--- src/rtl/video_fb_input_pkg.sv ---
// Shared types and helpers for the framebuffer video capture path.
package video_fb_input_pkg;

    typedef enum logic [1:0] {
        SEARCH  = 2'd0,
        MEASURE = 2'd1,
        LOCKED  = 2'd2
    } fb_state_t;

    typedef logic [23:0] pixel_t;

    // Counters must hold n+1 so that overlong lines/frames stay distinguishable from exact ones.
    function automatic int cnt_width(input int n);
        return $clog2(n + 2);
    endfunction

endpackage

--- src/rtl/video_geom_check.sv ---
// Line/frame geometry measurement on a registered sync/den stream.
// Produces the per-frame verdict at each vsync start.
module video_geom_check
    import video_fb_input_pkg::*;
#(
    parameter int h_visible = 1920,
    parameter int v_visible = 1080
) (
    input  logic                               clk,
    input  logic                               rst_n,
    input  logic                               vs_act,
    input  logic                               den,
    output logic                               vs_start,
    output logic                               den_fall,
    output logic                               good,
    output logic [cnt_width(h_visible)-1:0]    x_cnt,
    output logic [cnt_width(v_visible)-1:0]    y_cnt
);

    localparam int XW = cnt_width(h_visible);
    localparam int YW = cnt_width(v_visible);
    localparam logic [XW-1:0] X_FULL = XW'(h_visible);
    localparam logic [XW-1:0] X_SAT  = XW'(h_visible + 1);
    localparam logic [YW-1:0] Y_FULL = YW'(v_visible);
    localparam logic [YW-1:0] Y_SAT  = YW'(v_visible + 1);

    logic          vs_act_d_reg;
    logic          den_d_reg;
    logic          line_err_reg, line_err_next;
    logic [XW-1:0] x_cnt_reg, x_cnt_next;
    logic [YW-1:0] y_cnt_reg, y_cnt_next;

    assign vs_start = vs_act & ~vs_act_d_reg;
    assign den_fall = ~den & den_d_reg;
    assign x_cnt    = x_cnt_reg;
    assign y_cnt    = y_cnt_reg;

    always_comb begin
        x_cnt_next    = x_cnt_reg;
        y_cnt_next    = y_cnt_reg;
        line_err_next = line_err_reg;
        if (den && x_cnt_reg != X_SAT) begin
            x_cnt_next = x_cnt_reg + XW'(1);
        end
        if (den_fall) begin
            x_cnt_next = '0;
            if (y_cnt_reg != Y_SAT) begin
                y_cnt_next = y_cnt_reg + YW'(1);
            end
            if (x_cnt_reg != X_FULL) begin
                line_err_next = 1'b1;
            end
        end
        // Verdict includes a line ending in the same cycle as vsync start.
        good = (y_cnt_next == Y_FULL) && !line_err_next;
        if (vs_start) begin
            x_cnt_next    = '0;
            y_cnt_next    = '0;
            line_err_next = 1'b0;
        end
    end

    always_ff @(posedge clk or negedge rst_n) begin
        if (!rst_n) begin
            vs_act_d_reg <= 1'b0;
            den_d_reg    <= 1'b0;
            line_err_reg <= 1'b0;
            x_cnt_reg    <= '0;
            y_cnt_reg    <= '0;
        end else begin
            vs_act_d_reg <= vs_act;
            den_d_reg    <= den;
            line_err_reg <= line_err_next;
            x_cnt_reg    <= x_cnt_next;
            y_cnt_reg    <= y_cnt_next;
        end
    end

endmodule

--- src/rtl/video_fb_input.sv ---
// Framebuffer capture front end: qualifies incoming frame geometry and
// forwards pixels to the framebuffer write port only while locked.
module video_fb_input
    import video_fb_input_pkg::*;
#(
    parameter int   video_h_visible = 1920,
    parameter int   video_v_visible = 1080,
    parameter logic video_hsync_pol = 1'b1,
    parameter logic video_vsync_pol = 1'b1
) (
    input  logic        pixel_clock,
    input  logic        reset_n,
    input  logic        video_vsync,
    input  logic        video_hsync,
    input  logic        video_den,
    input  logic [23:0] video_data,
    output logic        fbc_vsync,
    output logic        fbc_we,
    output logic [23:0] fbc_data,
    output logic        frame_locked,
    output logic        frame_error
);

    localparam int XW = cnt_width(video_h_visible);
    localparam int YW = cnt_width(video_v_visible);
    localparam logic [XW-1:0] H_LIM = XW'(video_h_visible);
    localparam logic [YW-1:0] V_LIM = YW'(video_v_visible);

    logic      vs_act_reg;
    logic      unused_hs_act_reg;
    logic      den_reg;
    pixel_t    data_reg;

    logic          vs_start;
    logic          den_fall;
    logic          good;
    logic [XW-1:0] x_cnt;
    logic [YW-1:0] y_cnt;

    fb_state_t state_reg, state_next;
    logic      frame_error_next;
    logic      lock_ok;
    logic      we_next;

    logic      fbc_vsync_reg;
    logic      fbc_we_reg;
    pixel_t    fbc_data_reg;
    logic      frame_locked_reg;
    logic      frame_error_reg;

    // Polarity is normalised before registering so the sync flops reset to "inactive".
    always_ff @(posedge pixel_clock or negedge reset_n) begin
        if (!reset_n) begin
            vs_act_reg        <= 1'b0;
            unused_hs_act_reg <= 1'b0;
            den_reg           <= 1'b0;
            data_reg          <= '0;
        end else begin
            vs_act_reg        <= video_vsync ~^ video_vsync_pol;
            unused_hs_act_reg <= video_hsync ~^ video_hsync_pol;
            den_reg           <= video_den;
            data_reg          <= video_data;
        end
    end

    video_geom_check #(
        .h_visible (video_h_visible),
        .v_visible (video_v_visible)
    ) u_geom (
        .clk      (pixel_clock),
        .rst_n    (reset_n),
        .vs_act   (vs_act_reg),
        .den      (den_reg),
        .vs_start (vs_start),
        .den_fall (den_fall),
        .good     (good),
        .x_cnt    (x_cnt),
        .y_cnt    (y_cnt)
    );

    always_comb begin
        state_next       = state_reg;
        frame_error_next = 1'b0;
        if (vs_start) begin
            case (state_reg)
                SEARCH:  state_next = MEASURE;
                MEASURE: if (good) state_next = LOCKED;
                LOCKED: begin
                    if (!good) begin
                        state_next       = MEASURE;
                        frame_error_next = 1'b1;
                    end
                end
                default: state_next = SEARCH;
            endcase
        end
    end

    always_ff @(posedge pixel_clock or negedge reset_n) begin
        if (!reset_n) begin
            state_reg <= SEARCH;
        end else begin
            state_reg <= state_next;
        end
    end

    // Entering LOCKED on this vsync start opens the gate for the new frame immediately.
    assign lock_ok = (state_reg == LOCKED) || (state_next == LOCKED);
    assign we_next = den_reg && lock_ok && (y_cnt < V_LIM) && (x_cnt < H_LIM);

    always_ff @(posedge pixel_clock or negedge reset_n) begin
        if (!reset_n) begin
            fbc_vsync_reg    <= 1'b0;
            fbc_we_reg       <= 1'b0;
            fbc_data_reg     <= '0;
            frame_locked_reg <= 1'b0;
            frame_error_reg  <= 1'b0;
        end else begin
            fbc_vsync_reg    <= vs_act_reg && lock_ok;
            fbc_we_reg       <= we_next;
            fbc_data_reg     <= we_next ? data_reg : '0;
            frame_locked_reg <= (state_next == LOCKED);
            frame_error_reg  <= frame_error_next;
        end
    end

    assign fbc_vsync    = fbc_vsync_reg;
    assign fbc_we       = fbc_we_reg;
    assign fbc_data     = fbc_data_reg;
    assign frame_locked = frame_locked_reg;
    assign frame_error  = frame_error_reg;

endmodule

--- config.mk ---
export PLATFORM = sky130hd
export DESIGN_NAME = video_fb_input
export DESIGN_NICKNAME = d
export VERILOG_FILES = /design/src/rtl/video_fb_input_pkg.sv /design/src/rtl/video_geom_check.sv /design/src/rtl/video_fb_input.sv
export SDC_FILE = /design/constraint.sdc
export NUM_CORES = 1
export LEC_CHECK = 0
export CAP_MARGIN = 5
export CORE_MARGIN = 2
export CORE_UTILIZATION = 56
export DETAILED_ROUTE_END_ITERATION = 16
export PLACE_DENSITY = 0.84
export SLEW_MARGIN = 10
export SYNTH_ARGS = -nofsm -noshare
export SYNTH_HDL_FRONTEND = slang
export SYNTH_HIERARCHICAL = 1
export SYNTH_SLANG_ARGS = --single-unit
export TNS_END_PERCENT = 1
--- constraint.sdc ---
create_clock -name pixel_clock -period 3.65 [get_ports pixel_clock]
set_input_delay 1.095 -clock pixel_clock [delete_from_list [all_inputs] [get_ports pixel_clock]]
set_output_delay 1.095 -clock pixel_clock [all_outputs]
set_load 0.01 [all_outputs]
Yosys cells after proc, flatten, opt, wreduce, memory -nomap -nowiden
Cells that the tools add are included.

cells by class
  bitwise logic cells = 4
  mux-type cells = 17
  $add $sub $neg = 2
  reduce and logical (&&, ||, !) cells = 10
  eq/ne operators = 7
  magnitude comparators = 2

operators with widths
  kind                   number
  $mux 11                6
  $ne 11x11->1 const B   3
  $mux 24                1
  $add 11x1->11 const B  2
  $lt 11x11->1 const B   2
  $eq 11x11->1 const B   1
  $logic_and 1x1->1      6
  $mux 1                 6
  $mux 2                 3
  $pmux 2 s3             1
  $eq 2x2->1 const B     2
  $reduce_bool 3->1      1
  $and 1x1->1            2
  $eq 2x1->1 const B     1
  $logic_not 2->1        1
  $not 1->1              2
  $logic_not 1->1        1
  $logic_or 1x1->1       1

storage, ports and cells
  bits in registers = 81
  word-level logic and storage cells = 56
  bits of input ports = 29
  output and inout bits = 28

Logic depth before layout (Yosys ltp)
Gate-level depths: netlist of the first run.

  depth after elaboration = 14
  depth in mapped cells = 11

Hierarchy
Netlist of the first run, hierarchy kept.

by module, submodules not included
  module            area an instance (um^2)  instances  cells each
  video_fb_input    1924.3                   1          106
  video_geom_check  1381.3                   1          148

Worst setup path after synthesis of the first run
OpenSTA, ideal clock, no wires.

  path type = flip-flop to flip-flop
  start = register u_geom.y_cnt_reg[1], in the netlist u_geom/y_cnt[1]
  end = register fbc_data_reg[5], in the netlist fbc_data[5]
  cell stages (with the launch flop) = 11
  required time = 3.555 ns
  arrival time = 2.307 ns
  slack = 1.248 ns
  path through = dfrtp_1 ha_1 and4b_1 nand4_1 xor2_1 a211oi_1 o2111a_1 and4b_1 nor2_2 buf_4 nor4b_4

between the ends
  cells in the longest elaborated chain, start to end = 14

RTL lines
  what                                           line                                            text
  start, declared                                video_geom_check.sv:31                          logic [YW-1:0] y_cnt_reg, y_cnt_next;
  start signal, assigned                         video_geom_check.sv:75                          y_cnt_reg <= y_cnt_next;
  $add 11x1->11 or $ne 11x11->1 (tied branches)  video_geom_check.sv:48, video_geom_check.sv:47
  $mux 11                                        video_geom_check.sv:47                          if (y_cnt_reg != Y_SAT) begin
  $mux 11 (*)                                    video_geom_check.sv:45                          if (den_fall) begin
  $eq 11x11->1 (*)                               video_geom_check.sv:55                          good = (y_cnt_next == Y_FULL) && !line_err_next;
  $logic_and 1x1->1 (*)                          video_geom_check.sv:55
  named net good                                 video_fb_input.sv:36                            logic good;
  $mux 2, on equally long branches               video_fb_input.sv:89, video_fb_input.sv:87
  $pmux 2 s3 (*)                                 video_fb_input.sv:85                            case (state_reg)
  $mux 2 (*)                                     video_fb_input.sv:84                            if (vs_start) begin
  $eq 2x2->1 (*)                                 video_fb_input.sv:108                           assign lock_ok = (state_reg == LOCKED) || (state_next == LOCKED);
  $logic_or 1x1->1 (*)                           video_fb_input.sv:108
  $logic_and 1x1->1 (*) (3 in a row)             video_fb_input.sv:109                           assign we_next = den_reg && lock_ok && (y_cnt < V_LIM) && (x_cnt < H_LIM);
  $mux 24 (*)                                    video_fb_input.sv:121                           fbc_data_reg <= we_next ? data_reg : '0;
  end signal, assigned                           video_fb_input.sv:121
  end, declared                                  video_fb_input.sv:47                            pixel_t fbc_data_reg;

The timed path passes the listed nets; every way through them passes the cells marked *.
A chain may end at the register's enable or synchronous reset.

Final worst setup path of the first run
  start = register u_geom.y_cnt_reg[0], in the netlist u_geom/y_cnt[0]
  end = register fbc_data_reg[23], in the netlist fbc_data[23]

Same word-level chain as after synthesis.

==> reports/results.env, run 1 <==
STATUS='finished, final reports clean'
DR.PASS1.ITERS=4
POSTSYNTHREGISTERBITS=81
INITIAL_CELL_DENSITY_OF_THE_CORE=0.5895
GRT.OVERFLOW.TOTAL=0
CPMAXSTAGEDELAYCELL='dfrtp_1'
POSTCTSSETUPBUFFERS=0
DETAIL_ROUTED_VIA_COUNT_PER_CELL=5.479
YOSYSWARNINGS=6
FIRST_ITER_VIOLATIONS=134
FILLERINSTANCES=401
ASYNCSETRESETFLOPFRACSYNTH=1.000
CRITPATHKIND='reg2reg'
P_COMB_FRAC=0.069
PORT_BUFFERS=55
FINAL_LAYOUT_SIZE_SUFFIX_GT1_FRAC=0.1509
DIE_WIDTH_MICRONS=80.83
CP_SLOWEST_STAGE_DELAY_NS=0.51
SYNTH-MAIN-FF-CELL='dfrtp_1'
GRT_USAGE=0.2065
DP_WORST_SETUP_SLACK_NS=0.7294
ROUTED.TOP_LAYER='met4'
IO-PIN-COUNT=57
CLK_TRANSITION_REPORTED_PATHS_NS=0.08
CRITICAL_PATH.CELL_CHAIN='ha_1, and4b_1, nand4_1, xor2_1, a211oi_1, o2111a_1, and4b_1, nor2_2, buf_4, nor4b_1'
SYNTHESIS.INSTANCES=254
SETUP.WORST_PATH.START_CLASS='flop'
AREA_OF_THE_MULTI_INPUT_GATES_SQ_UM=1177
WORSTPATHREQUIRED_NS=3.89
CRITICAL-PATH-TOP-CELL-BY-COUNT='and4b_1'
CRITICAL_PATH.TOP_DELAY_FAMILY='simple AND/OR/NAND/NOR gates'
ANTENNA_LEFT=0
REPORT.FINAL.HOLD_VIOL_COUNT=0
SEQ_AREA_FRAC_SYNTH=0.6132
WORST_HOLD_PATH_TYPE='reg2reg'
POWER_FRAC_CLOCK=0.352
TRITONCTS='done'
WORSTPATHARRIVAL_NS=3.17
WL_MET1_MM=2.815
POWER.SHARE.SEQUENTIAL=0.578
LAYOUT.NETS=347
WORST-PATH-MAX-FANOUT=21
TIMING.CRITICAL_PATH.BUF_INV=1
CLOCK_LATENCY_NS=0.35
CTS_ROOT_BUFFER='clkbuf_8'
POWER.SHARE.SWITCHING=0.2494
DRV_SLEW=0
RSZ_0062_RAISED_AFTER_GLOBAL_ROUTING='no'
MAXCAPVIOLCOUNT=0
FINALWORSTSETUPSLACK_NS=0.7191
ROUTE.MET2.WL_MM=2.977
MAX-VDD-IR-DROP_mV=0.2751
P_PER_AREA_nW_PER_UM2=401.1
SYNTH_AREA_SQ_UM=3306
DRT-TOTAL-WL_MM=6.229
POST-ROUTE-MIN-PERIOD_NS=2.931
MAX-CLOCK-PATH-BUFFERS=2
INTPOWER_mW=1.229
SETUP.WORST_PATH.END_CLASS='flop'
N_ANTENNA_CELL=0
AREA_DELTA_SYNTH_FINAL_PCT=23.51
NETLIST-CELL-TYPE-COUNT=43
MAXIMUM_NUMBER_OF_PINS_ON_ONE_NET_BEFORE_GLOBAL_ROUTE_REPAIR=82
MAX_SLEW.WORST_PIN.SLEW_NS=0.9723
DPL.HPWL_MM=4.078
DETAIL_ROUTE.WL_PER_CELL_MICRONS=15.97
SYNTH_ENABLE_FLOP_CELLS=0
NUMBER_OF_DRC_VIOLATIONS_AFTER_DETAILED_ROUTING=0
VIAS=2137
CLKSINKCOUNT=81
GRT_PASS1_WL_MM=10.03
WL_MET3_MICRONS=352
TOTAL_LEAKAGE_POWER_nW=1.698
WORST_SLEW_MARGIN_REL=0.3518
TIMING.FMAX_MHz=341.2
GRT_ANTENNA_BEFORE_REPAIR=0
REGISTER_AREA_SQ_UM=2027
TOTAL_CTS_BUFFERS=9
SETUP-VIOLATIONS-FINAL=0
MAPPED_NETS=288
FLOORPLAN.DIE.HEIGHT_MICRONS=80.83
POST_CTS_RESIZE_COUNT=0
PLACEMENTROWS=27
FINAL_MIN_PERIOD_OVER_CLOCK_PERIOD=0.8030
ROUTABILITY_CONGESTION_ESTIMATE_FROM_GLOBAL_PLACEMENT=0.7729
POSTLAYOUTCOREUTIL=0.7280
POWER.NET_SWITCHING_mW=0.4084
HOLDBUFCOUNTCTS=0
FINCLKSKEW_NS=0.008278
FIN_SETUP_TNS_NS=0
HTREE_LEVELS=3
CORE_REGION_AREA_SQ_UM=5608
POST_SYNTH.CELL_AREA_AVG_SQ_UM=13.01
NUMBER_OF_GLOBAL_ROUTE_VIAS_BEFORE_REPAIR=2052
DIE-AREA_SQ_UM=6533
[Yosys cell counts (2+ instances only)]
master | n | share of area
and3_1 | 3 | 0.0057
buf_6 | 2 | 0.0068
nor2b_1 | 4 | 0.0076
clkbuf_1 | 4 | 0.0045
nor3_1 | 6 | 0.0091
nand3_1 | 2 | 0.0030
nor2_1 | 30 | 0.034
nand2b_1 | 3 | 0.0057
xnor2_1 | 9 | 0.024
nor4b_2 | 17 | 0.077
inv_1 | 9 | 0.010
or3_1 | 2 | 0.0038
nor4b_4 | 2 | 0.014
a211oi_1 | 3 | 0.0068
o21ai_0 | 4 | 0.0061
nand4_1 | 9 | 0.017
buf_1 | 2 | 0.0023
nor2_2 | 2 | 0.0038
a21oi_1 | 5 | 0.0076
nand2_1 | 14 | 0.016
buf_4 | 3 | 0.0068
ha_1 | 5 | 0.019
dfrtp_1 | 81 | 0.61
and4b_1 | 2 | 0.0061
nor4b_1 | 5 | 0.013
xor2_1 | 9 | 0.024
[cells in the final DEF, fill, tap and decap left out, types with 3 or more instances in the layout]
master / Yosys / routed
dfrtp_1: 81 / 81
clkdlybuf4s50_1: 0 / 54
nor2_1: 30 / 30
nor4b_2: 17 / 17
nand2_1: 14 / 14
inv_1: 9 / 9
nand4_1: 9 / 9
clkbuf_8: 0 / 9
xnor2_1: 9 / 9
xor2_1: 9 / 9
nor3_1: 6 / 6
a21oi_1: 5 / 5
nor4b_1: 5 / 5
buf_4: 3 / 5
ha_1: 5 / 5
o21ai_0: 4 / 4
nor2b_1: 4 / 4
clkinvlp_4: 0 / 4
nand2b_1: 3 / 3
and3_1: 3 / 3
a211oi_1: 3 / 3
[path summary, 6_finish.rpt]
| path | slack (ns) | from | end | cells past startpoint |
|---|---|---|---|---|
| hold / removal | 0.43 | vs_act_reg | u_geom/vs_act_d_reg | 0 |
| hold reg to reg | 0.43 | vs_act_reg | u_geom/vs_act_d_reg | 0 |
| max in group asynchronous | 2.13 | reset_n | data_reg[1] | 1 |
| setup reg to reg | 0.72 | u_geom/y_cnt[0] | fbc_data[23] | 10 |
| setup / recovery | 0.72 | u_geom/y_cnt[0] | fbc_data[23] | 10 |
| min in group asynchronous | 0.89 | reset_n | fbc_data[14] | 1 |
[power by group through the flow]
stage,Clock [mW],Combinational [mW],Sequential (mW)
after detailed placement,0,0.114,0.964
final,0.577,0.114,0.947
after CTS,0.594,0.115,0.947
after global placement,0,0.112,0.962
after global routing,0.636,0.127,0.951
after floorplan,0,0.0615,0.955
[layer usage]
metal | track usage | vias to the layer above
li1 | - | 1000
met1 | 0.2802 | 1068
met2 | 0.3231 | 60
met3 | 0.05333 | 9
met4 | 0.07627 | 0
met5 | 0 | -
[cell type report]
type                            count  share of cell area
Clock buffer                        9             0.03034
Clock inverter                      7             0.01287
Inverter                            9            0.008275
Multi-Input combinational cell    153              0.2884
Sequential cell                    81              0.4965
Tap cell                           72             0.02207
Timing Repair Buffer               59              0.1416
[cell families (layout without fill, tap and decap cells)]
family | Yosys count | count (layout) | synth area share
multiplexers | 2 | 2 | 0.006434
AND/OR/NAND/NOR | 108 | 108 | 0.2385
flip-flops | 81 | 81 | 0.6132
buffers and inverters | 20 | 84 | 0.03066
AO/OA/AOI/OAI | 20 | 20 | 0.04467
adder cells (fa/ha/maj) | 5 | 5 | 0.01893
XOR/XNOR | 18 | 18 | 0.04769
[metrics by stage]
step | hold WS [ns] | instance area (sq um) | cells | total power [mW]
after detailed placement | 0.4025 | 3906 | 374 | 1.078
final | 0.4281 | 4083 | 390 | 1.637
after floorplan | 0.3596 | 3306 | 254 | 1.016
after global routing | 0.4285 | 4083 | 390 | 1.714
after CTS | 0.4202 | 4083 | 390 | 1.656
after global placement | 0.4012 | 3906 | 374 | 1.074
Note: power is estimated with default switching activity, not from simulation.
==> run 2, diff against run 1 <==
- CORE_UTILIZATION: 56 -> 47
- PLACE_DENSITY: 0.84 -> 0.75
- clock period: 3.65 -> 2.6 ns (I/O delays scaled with it)
==> run 2 against run 1 <==
Global-route usage fell by 2.6 points. Critical path type unchanged. Sequential share of layout area fell by 3.2 points. Critical endpoint is now fbc_data[12]. Setup slack got worse by 0.66 ns. Sequential cell count did not move. Critical path depth did not move. Clock-buffer cell count rose by 2. Largest power group unchanged. Die area rose by 18%. Utilization fell by 8.5 points. Sequential power rose by 39%.
==> reports/results.env, run 2 (synthesis gave the netlist of run 1 again) <==
STATUS='finished, final reports clean'  # unchanged
WORST-PATH-MAX-FANOUT=10  # was 21
NUMBER_OF_DRC_VIOLATIONS_AFTER_DETAILED_ROUTING=0  # unchanged
DIE_WIDTH_MICRONS=87.87  # was 80.83 microns
LAYOUT.NETS=371  # was 347
LAYOUT_COMMON_CELLS='dfrtp_1 (81), clkdlybuf4s50_1 (54), nor2_1 (30)'  # unchanged
N_ANTENNA_CELL=0  # unchanged
TOTAL_CTS_BUFFERS=9  # unchanged
INITIAL_CELL_DENSITY_OF_THE_CORE=0.4866  # was 0.5895
CTS_ROOT_BUFFER='clkbuf_8'  # unchanged
IO-PIN-COUNT=57  # unchanged
FF2FF_PATH_DEPTH=10  # unchanged
GRT_ANTENNA_BEFORE_REPAIR=0  # unchanged
POST_ROUTE_CELL_AREA_SQ_UM=4368  # was 4083 sq um
DETAIL_ROUTE.WL_PER_CELL_MICRONS=14.56  # was 15.97 microns
AREA_DELTA_SYNTH_FINAL_PCT=32.13  # was 23.51%
FINAL_LAYOUT_SIZE_SUFFIX_GT1_FRAC=0.2222  # was 0.1509
GRT_USAGE=0.1803  # was 0.2065
NUMBER_OF_GLOBAL_ROUTE_VIAS_BEFORE_REPAIR=2170  # was 2052
MAXIMUM_NUMBER_OF_PINS_ON_ONE_NET_BEFORE_GLOBAL_ROUTE_REPAIR=37  # was 82
GRT_PASS1_WL_MM=10.54  # was 10.03 mm
MAX_SLEW.WORST_PIN.SLEW_NS=1.106  # was 0.9723 ns
TRITONCTS='done'  # unchanged
FINAL_MIN_PERIOD_OVER_CLOCK_PERIOD=0.9770  # was 0.8030
FINAL_COMMON_CELL='dfrtp_1'  # unchanged
RR_ENDPOINT='fbc_data[12]'  # was fbc_data[23]
DR.PASS1.ITERS=4  # unchanged
CPMAXSTAGEDELAYCELL='dfrtp_1'  # unchanged
MAXCAPVIOLCOUNT=0  # unchanged
FILLERINSTANCES=486  # was 401
CLK_TRANSITION_REPORTED_PATHS_NS=0.08  # about the same
FLOORPLAN.DIE.HEIGHT_MICRONS=87.87  # was 80.83 microns
GRT.OVERFLOW.TOTAL=0  # unchanged
CRITICAL-PATH-TOP-CELL-BY-COUNT='and4b_2'  # was and4b_1
DP_WORST_SETUP_SLACK_NS=-0.03535  # was 0.7294 ns
P_PER_AREA_nW_PER_UM2=540.8  # was 401.1 nW/um^2
WORST_HOLD_PATH_TYPE='in2async'  # was reg2reg
POST-LAYOUT-TOTAL-POWER_mW=2.362  # was 1.637 mW
DPL.HPWL_MM=4.229  # was 4.078 mm
POST-ROUTE-MIN-PERIOD_NS=2.540  # was 2.931 ns
WORSTPATHREQUIRED_NS=2.87  # was 3.89 ns
CRIT-REG2REG-LAUNCH='u_geom/y_cnt[0]'  # unchanged
SETUP.WORST_PATH.END_CLASS='flop'  # unchanged
ANTENNA_LEFT=0  # unchanged
RRSETUPSLACK_NS=0.06  # was 0.72 ns
FIRST_ITER_VIOLATIONS=91  # was 134
PLACEMENTROWS=30  # was 27
TIMING.FMAX_MHz=393.7  # was 341.2 MHz
CRITICAL_PATH.CELL_CHAIN='ha_2, and4b_2, nand4_1, xor2_1, a211oi_2, o2111a_1, and4b_2, nor2_4, buf_4, nor4b_2'  # was ha_1, and4b_1, nand4_1, xor2_1, a211oi_1, o2111a_1, and4b_1, nor2_2, buf_4, nor4b_1
CORE_REGION_AREA_SQ_UM=6794  # was 5608 sq um
REPORT.FINAL.HOLD_VIOL_COUNT=0  # unchanged
CRITPATHKIND='reg2reg'  # unchanged
PORT_BUFFERS=55  # unchanged
TOTAL_LEAKAGE_POWER_nW=1.849  # was 1.698 nW
AREA_OF_THE_MULTI_INPUT_GATES_SQ_UM=1224  # was 1177 sq um
SETUP-VIOLATIONS-FINAL=0  # unchanged
SETUP.WORST_PATH.START_CLASS='flop'  # unchanged
DETAIL_ROUTED_VIA_COUNT_PER_CELL=5.096  # was 5.479
FINALWORSTSETUPSLACK_NS=0.05972  # was 0.7191 ns
CLKSINKCOUNT=81  # unchanged
REGISTER_AREA_SQ_UM=2027  # unchanged
FINCLKSKEW_NS=0.009917  # was 0.008278 ns
ROUTABILITY_CONGESTION_ESTIMATE_FROM_GLOBAL_PLACEMENT=0.8135  # was 0.7729
DRT-TOTAL-WL_MM=6.376  # was 6.229 mm
PLACE_AREA_SQ_UM=4119  # was 3906 sq um
WORSTPATHARRIVAL_NS=2.81  # was 3.17 ns
MAX-CLOCK-PATH-BUFFERS=2  # unchanged
CP_SLOWEST_STAGE_DELAY_NS=0.41  # was 0.51 ns
DRV_SLEW=0  # unchanged
CLOCK_LATENCY_NS=0.35  # about the same
WORST_SLEW_MARGIN_REL=0.2606  # was 0.3518
MAX-VDD-IR-DROP_mV=0.3287  # was 0.2751 mV
FIN_SETUP_TNS_NS=0  # unchanged
DIE-AREA_SQ_UM=7720  # was 6533 sq um
HTREE_LEVELS=3  # unchanged
VIAS=2232  # was 2137
-- run 2: changes by cell type in the layout (fill, tap and decap cells not counted), sizes merged --
cell,previous run,this run
inv,11,10
clkinv,1,3
clkinvlp,4,1
clkbuf,9,11
buf,5,29
-- run 2: worst max-delay path, delay by kind of cell (launching register included) --
family / cells / cell delay [ns]
flip-flops: 1 / 0.41
XOR/XNOR: 1 / 0.19
AND/OR/NAND/NOR: 5 / 1.01
adder cells (fa/ha/maj): 1 / 0.21
AO/OA/AOI/OAI: 2 / 0.44
buffers and inverters: 1 / 0.18
-- run 2: how the worst max path moves through the flow --
| stage | startpoint | slack [ns] | cells past startpoint | endpoint |
|---|---|---|---|---|
| 3_5_place_dp | u_geom/y_cnt[1] | -0.04 | 11 | fbc_data[9] |
| 5_1_grt | u_geom/y_cnt[0] | -0.06 | 10 | fbc_data[19] |
| 6_report | u_geom/y_cnt[0] | 0.06 | 10 | fbc_data[12] |
| 3_3_place_gp | u_geom/y_cnt[0] | -0.02 | 10 | fbc_data[9] |
| 2_1_floorplan | u_geom/y_cnt[1] | 0.20 | 10 | fbc_data[5] |
| 4_1_cts | u_geom/y_cnt[0] | 0.01 | 10 | fbc_data[23] |
-- run 2: repair_timing --
item,CTS,global route
pin swaps,0,3
gates cloned,0,0
hold buffers,0,0
setup buffers,1,3
setup endpoints to repair,18,23
resized for setup,2,6
-- run 2: final cells by class --
type                    count  share of cell area
flip-flops and latches     81              0.4640
multi-input cells         153              0.2801
repair buffers             83              0.1793
clock buffers              11             0.03237
well taps                  96             0.02750
clock inverters             5            0.008880
inverters                   9            0.007734
-- run 2: stage by stage --
| stage | hold WS, ns | instances | util |
|---|---|---|---|
| after floorplan | 0.3596 | 254 | - |
| after global placement | 0.4099 | 418 | 0.6063 |
| after detailed placement | 0.4236 | 418 | 0.6063 |
| after CTS | 0.3755 | 435 | 0.6348 |
| after global routing | 0.3929 | 438 | 0.6429 |
| final | 0.3722 | 438 | 0.6429 |
-- run 2: where the power goes --
group          switching [mW]  total (mW)  internal, mW
Combinational           0.101       0.205         0.104
Clock                   0.459       0.837         0.378
Sequential             0.0234        1.32          1.30
-- run 2: routing by layer --
layer	wire length [microns]	share of wire	track usage
met5	0	0	0
met4	107	0.017	0.06713
met3	422	0.066	0.05278
met2	3021	0.47	0.2693
met1	2826	0.44	0.2512
==> run 3, diff against run 2 <==
==> constraint.sdc (replaced) <==
create_clock -name pixel_clock -period 2.6 [get_ports pixel_clock]
set_input_delay 0.52 -clock pixel_clock [delete_from_list [all_inputs] [get_ports pixel_clock]]
set_output_delay 0.52 -clock pixel_clock [all_outputs]
set_load 0.01 [all_outputs]
==> run 3 against run 2 <==
Wire length about the same. Die area unchanged. Non-clock buffer count shrank 8. Cell count fell by 1.8%. Via count down 1.4%. Sequential power barely moved. Clock skew decreased by 0.0015 ns. Register-to-register slack improved by 0.02 ns. Critical path type unchanged. Highest routed layer unchanged.
==> reports/results.env, run 3 (synthesis gave the netlist of run 1 again) <==
CLOCK_LATENCY_NS=0.35  # about the same
FINAL_LAYOUT_SIZE_SUFFIX_GT1_FRAC=0.2126  # was 0.2222
MAXIMUM_NUMBER_OF_PINS_ON_ONE_NET_BEFORE_GLOBAL_ROUTE_REPAIR=51  # was 37
DIE_WIDTH_MICRONS=87.87  # unchanged
DRV_SLEW=0  # unchanged
LAYOUT.NETS=363  # was 371
AREA_DELTA_SYNTH_FINAL_PCT=32.51  # was 32.13%
IO-PIN-COUNT=57  # unchanged
POST_LAYOUT_NONFILLER_INSTANCES=430  # was 438
HOLDBUFCOUNTCTS=0  # unchanged
FILLERINSTANCES=515  # was 486
WORST_SLEW_MARGIN_REL=0.2161  # was 0.2606
DPL.CELL_COUNT=410  # was 418
POST_ROUTE_CELL_AREA_SQ_UM=4380  # was 4368 sq um
VIAS=2200  # was 2232
ANTENNA_LEFT=0  # unchanged
TIMING.FMAX_MHz=396.6  # was 393.7 MHz
WORST_HOLD_PATH_TYPE='in2async'  # unchanged
DETAIL_ROUTE.WL_PER_CELL_MICRONS=14.82  # was 14.56 microns
PORT_BUFFERS=55  # unchanged
WORST-PATH-MAX-FANOUT=7  # was 10
TIMING.CRITICAL_PATH.BUF_INV=2  # was 1
P_PER_AREA_nW_PER_UM2=575.9  # was 540.8 nW/um^2
FINCLKSKEW_NS=0.008441  # was 0.009917 ns
HTREE_LEVELS=3  # unchanged
TOTAL_LEAKAGE_POWER_nW=1.834  # was 1.849 nW
MAX-VDD-IR-DROP_mV=0.2785  # was 0.3287 mV
PLACEMENTROWS=30  # unchanged
STATUS='finished, final reports clean'  # unchanged
MAXCAPVIOLCOUNT=0  # unchanged
MAX_SLEW.WORST_PIN.SLEW_NS=1.173  # was 1.106 ns
CRITICAL_PATH.TOP_DELAY_FAMILY='simple AND/OR/NAND/NOR gates'  # unchanged
LAYOUT_COMMON_CELLS='dfrtp_1 (79), clkdlybuf4s50_1 (54), nor2_1 (30)'  # was dfrtp_1 (81), clkdlybuf4s50_1 (54), nor2_1 (30)
REPORT.FINAL.HOLD_VIOL_COUNT=0  # unchanged
POST-ROUTE-MIN-PERIOD_NS=2.521  # was 2.540 ns
PLACE_AREA_SQ_UM=4059  # was 4119 sq um
CLK_TRANSITION_REPORTED_PATHS_NS=0.08  # about the same
DR.PASS1.ITERS=4  # unchanged
CRITICAL_PATH.CELL_CHAIN='inv_1, ha_1, and3b_1, and4_4, o211ai_1, a211oi_2, o2111a_1, and4b_2, nor2_4, buf_6, nor4b_2'  # was ha_2, and4b_2, nand4_1, xor2_1, a211oi_2, o2111a_1, and4b_2, nor2_4, buf_4, nor4b_2
CPMAXSTAGEDELAYCELL='dfrtp_2'  # was dfrtp_1
CTS_ROOT_BUFFER='clkbuf_8'  # unchanged
INITIAL_CELL_DENSITY_OF_THE_CORE=0.4866  # unchanged
CLKSINKCOUNT=81  # unchanged
FIRST_ITER_VIOLATIONS=47  # was 91
FINAL_MIN_PERIOD_OVER_CLOCK_PERIOD=0.9697  # was 0.9770
DRT-TOTAL-WL_MM=6.374  # was 6.376 mm
MAX-CLOCK-PATH-BUFFERS=2  # unchanged
GRT_ANTENNA_BEFORE_REPAIR=0  # unchanged
GRT_PASS1_WL_MM=10.23  # was 10.54 mm
ROUTABILITY_CONGESTION_ESTIMATE_FROM_GLOBAL_PLACEMENT=0.8508  # was 0.8135
CP_SLOWEST_STAGE_DELAY_NS=0.44  # was 0.41 ns
DIE-AREA_SQ_UM=7720  # unchanged
FIN_SETUP_TNS_NS=0  # unchanged
CORE_REGION_AREA_SQ_UM=6794  # unchanged
FINAL_COMMON_CELL='dfrtp_1'  # unchanged
SETUP.WORST_PATH.START_CLASS='flop'  # unchanged
CRITPATHKIND='reg2reg'  # unchanged
DPL.HPWL_MM=4.128  # was 4.229 mm
FLOORPLAN.DIE.HEIGHT_MICRONS=87.87  # unchanged
SETUP.WORST_PATH.END_CLASS='flop'  # unchanged
NUMBER_OF_DRC_VIOLATIONS_AFTER_DETAILED_ROUTING=0  # unchanged
POSTLAYOUTCOREUTIL=0.6448  # was 0.6429
RSZ_0062_RAISED_AFTER_GLOBAL_ROUTING='yes'
WHS_NS=0.1836  # was 0.3722 ns
NUMBER_OF_GLOBAL_ROUTE_VIAS_BEFORE_REPAIR=2136  # was 2170
TOTAL_CTS_BUFFERS=9  # unchanged
N_ANTENNA_CELL=0  # unchanged
WORSTPATHARRIVAL_NS=2.77  # was 2.81 ns
GRT.OVERFLOW.TOTAL=0  # unchanged
TRITONCTS='done'  # unchanged
GRT_USAGE=0.1761  # was 0.1803
WORSTPATHREQUIRED_NS=2.84  # was 2.87 ns
SETUP-VIOLATIONS-FINAL=0  # unchanged
DETAIL_ROUTED_VIA_COUNT_PER_CELL=5.116  # was 5.096
## run 3: changes by cell type in the layout (fill, tap and decap cells not counted), sizes merged
cell    before  now
buf         29   21
bufinv       0    2
clkinv       3    1
clkbuf      11   10
inv         10   11
## run 3: worst paths after layout
check / startpoint / end / slack, ns / cells past startpoint
setup / recovery: u_geom/y_cnt[1] / fbc_data[19] / 0.08 / 11
hold / removal: reset_n / fbc_data[14] / 0.18 / 1
setup reg to reg: u_geom/y_cnt[1] / fbc_data[19] / 0.08 / 11
hold reg to reg: vs_act_reg / u_geom/vs_act_d_reg / 0.43 / 0
max in group asynchronous: reset_n / fbc_data[8] / 1.83 / 2
min in group pixel_clock: vs_act_reg / u_geom/vs_act_d_reg / 0.43 / 0
## run 3: timing repair
item | CTS | global route
hold endpoints to repair | 0 | 0
setup buffers | 1 | 3
pin swaps | 1 | 1
resized for setup | 5 | 11
gates cloned | 0 | 0
setup endpoints to repair | 21 | 23
## run 3: report_power, final
part,switching (mW),internal (mW),total [mW]
combinational,0.0979,0.101,0.198
sequential,0.0262,1.30,1.32
clock,0.454,0.546,1.00
total,0.578,1.94,2.52
## run 3: final cells by class
class	count	area, sq um	area share
sequential	81	2029	0.4633
clock inverter	6	90.09	0.02057
tap	96	120.1	0.02742
clock buffer	10	127.6	0.02913
inverter	9	33.78	0.007712
multi-input combinational	153	1249	0.2851
timing repair buffer	75	730.7	0.1668
## run 3: per-layer routing
layer  wire length, microns  GRT usage  up-vias
met5                      0          0        -
met4                     94    0.07552        0
met3                    319    0.04524        7
met2                   3066     0.2775       60
met1                   2893     0.2322     1101
li1                       -          -     1032
## run 3: per-stage QoR
step	setup WS, ns	power (mW)
CTS	0.01190	2.535
global route	-0.04645	2.643
finish	0.07870	2.523
detailed placement	-0.1175	1.536
global placement	0.03226	1.530
floorplan	0.1979	1.427
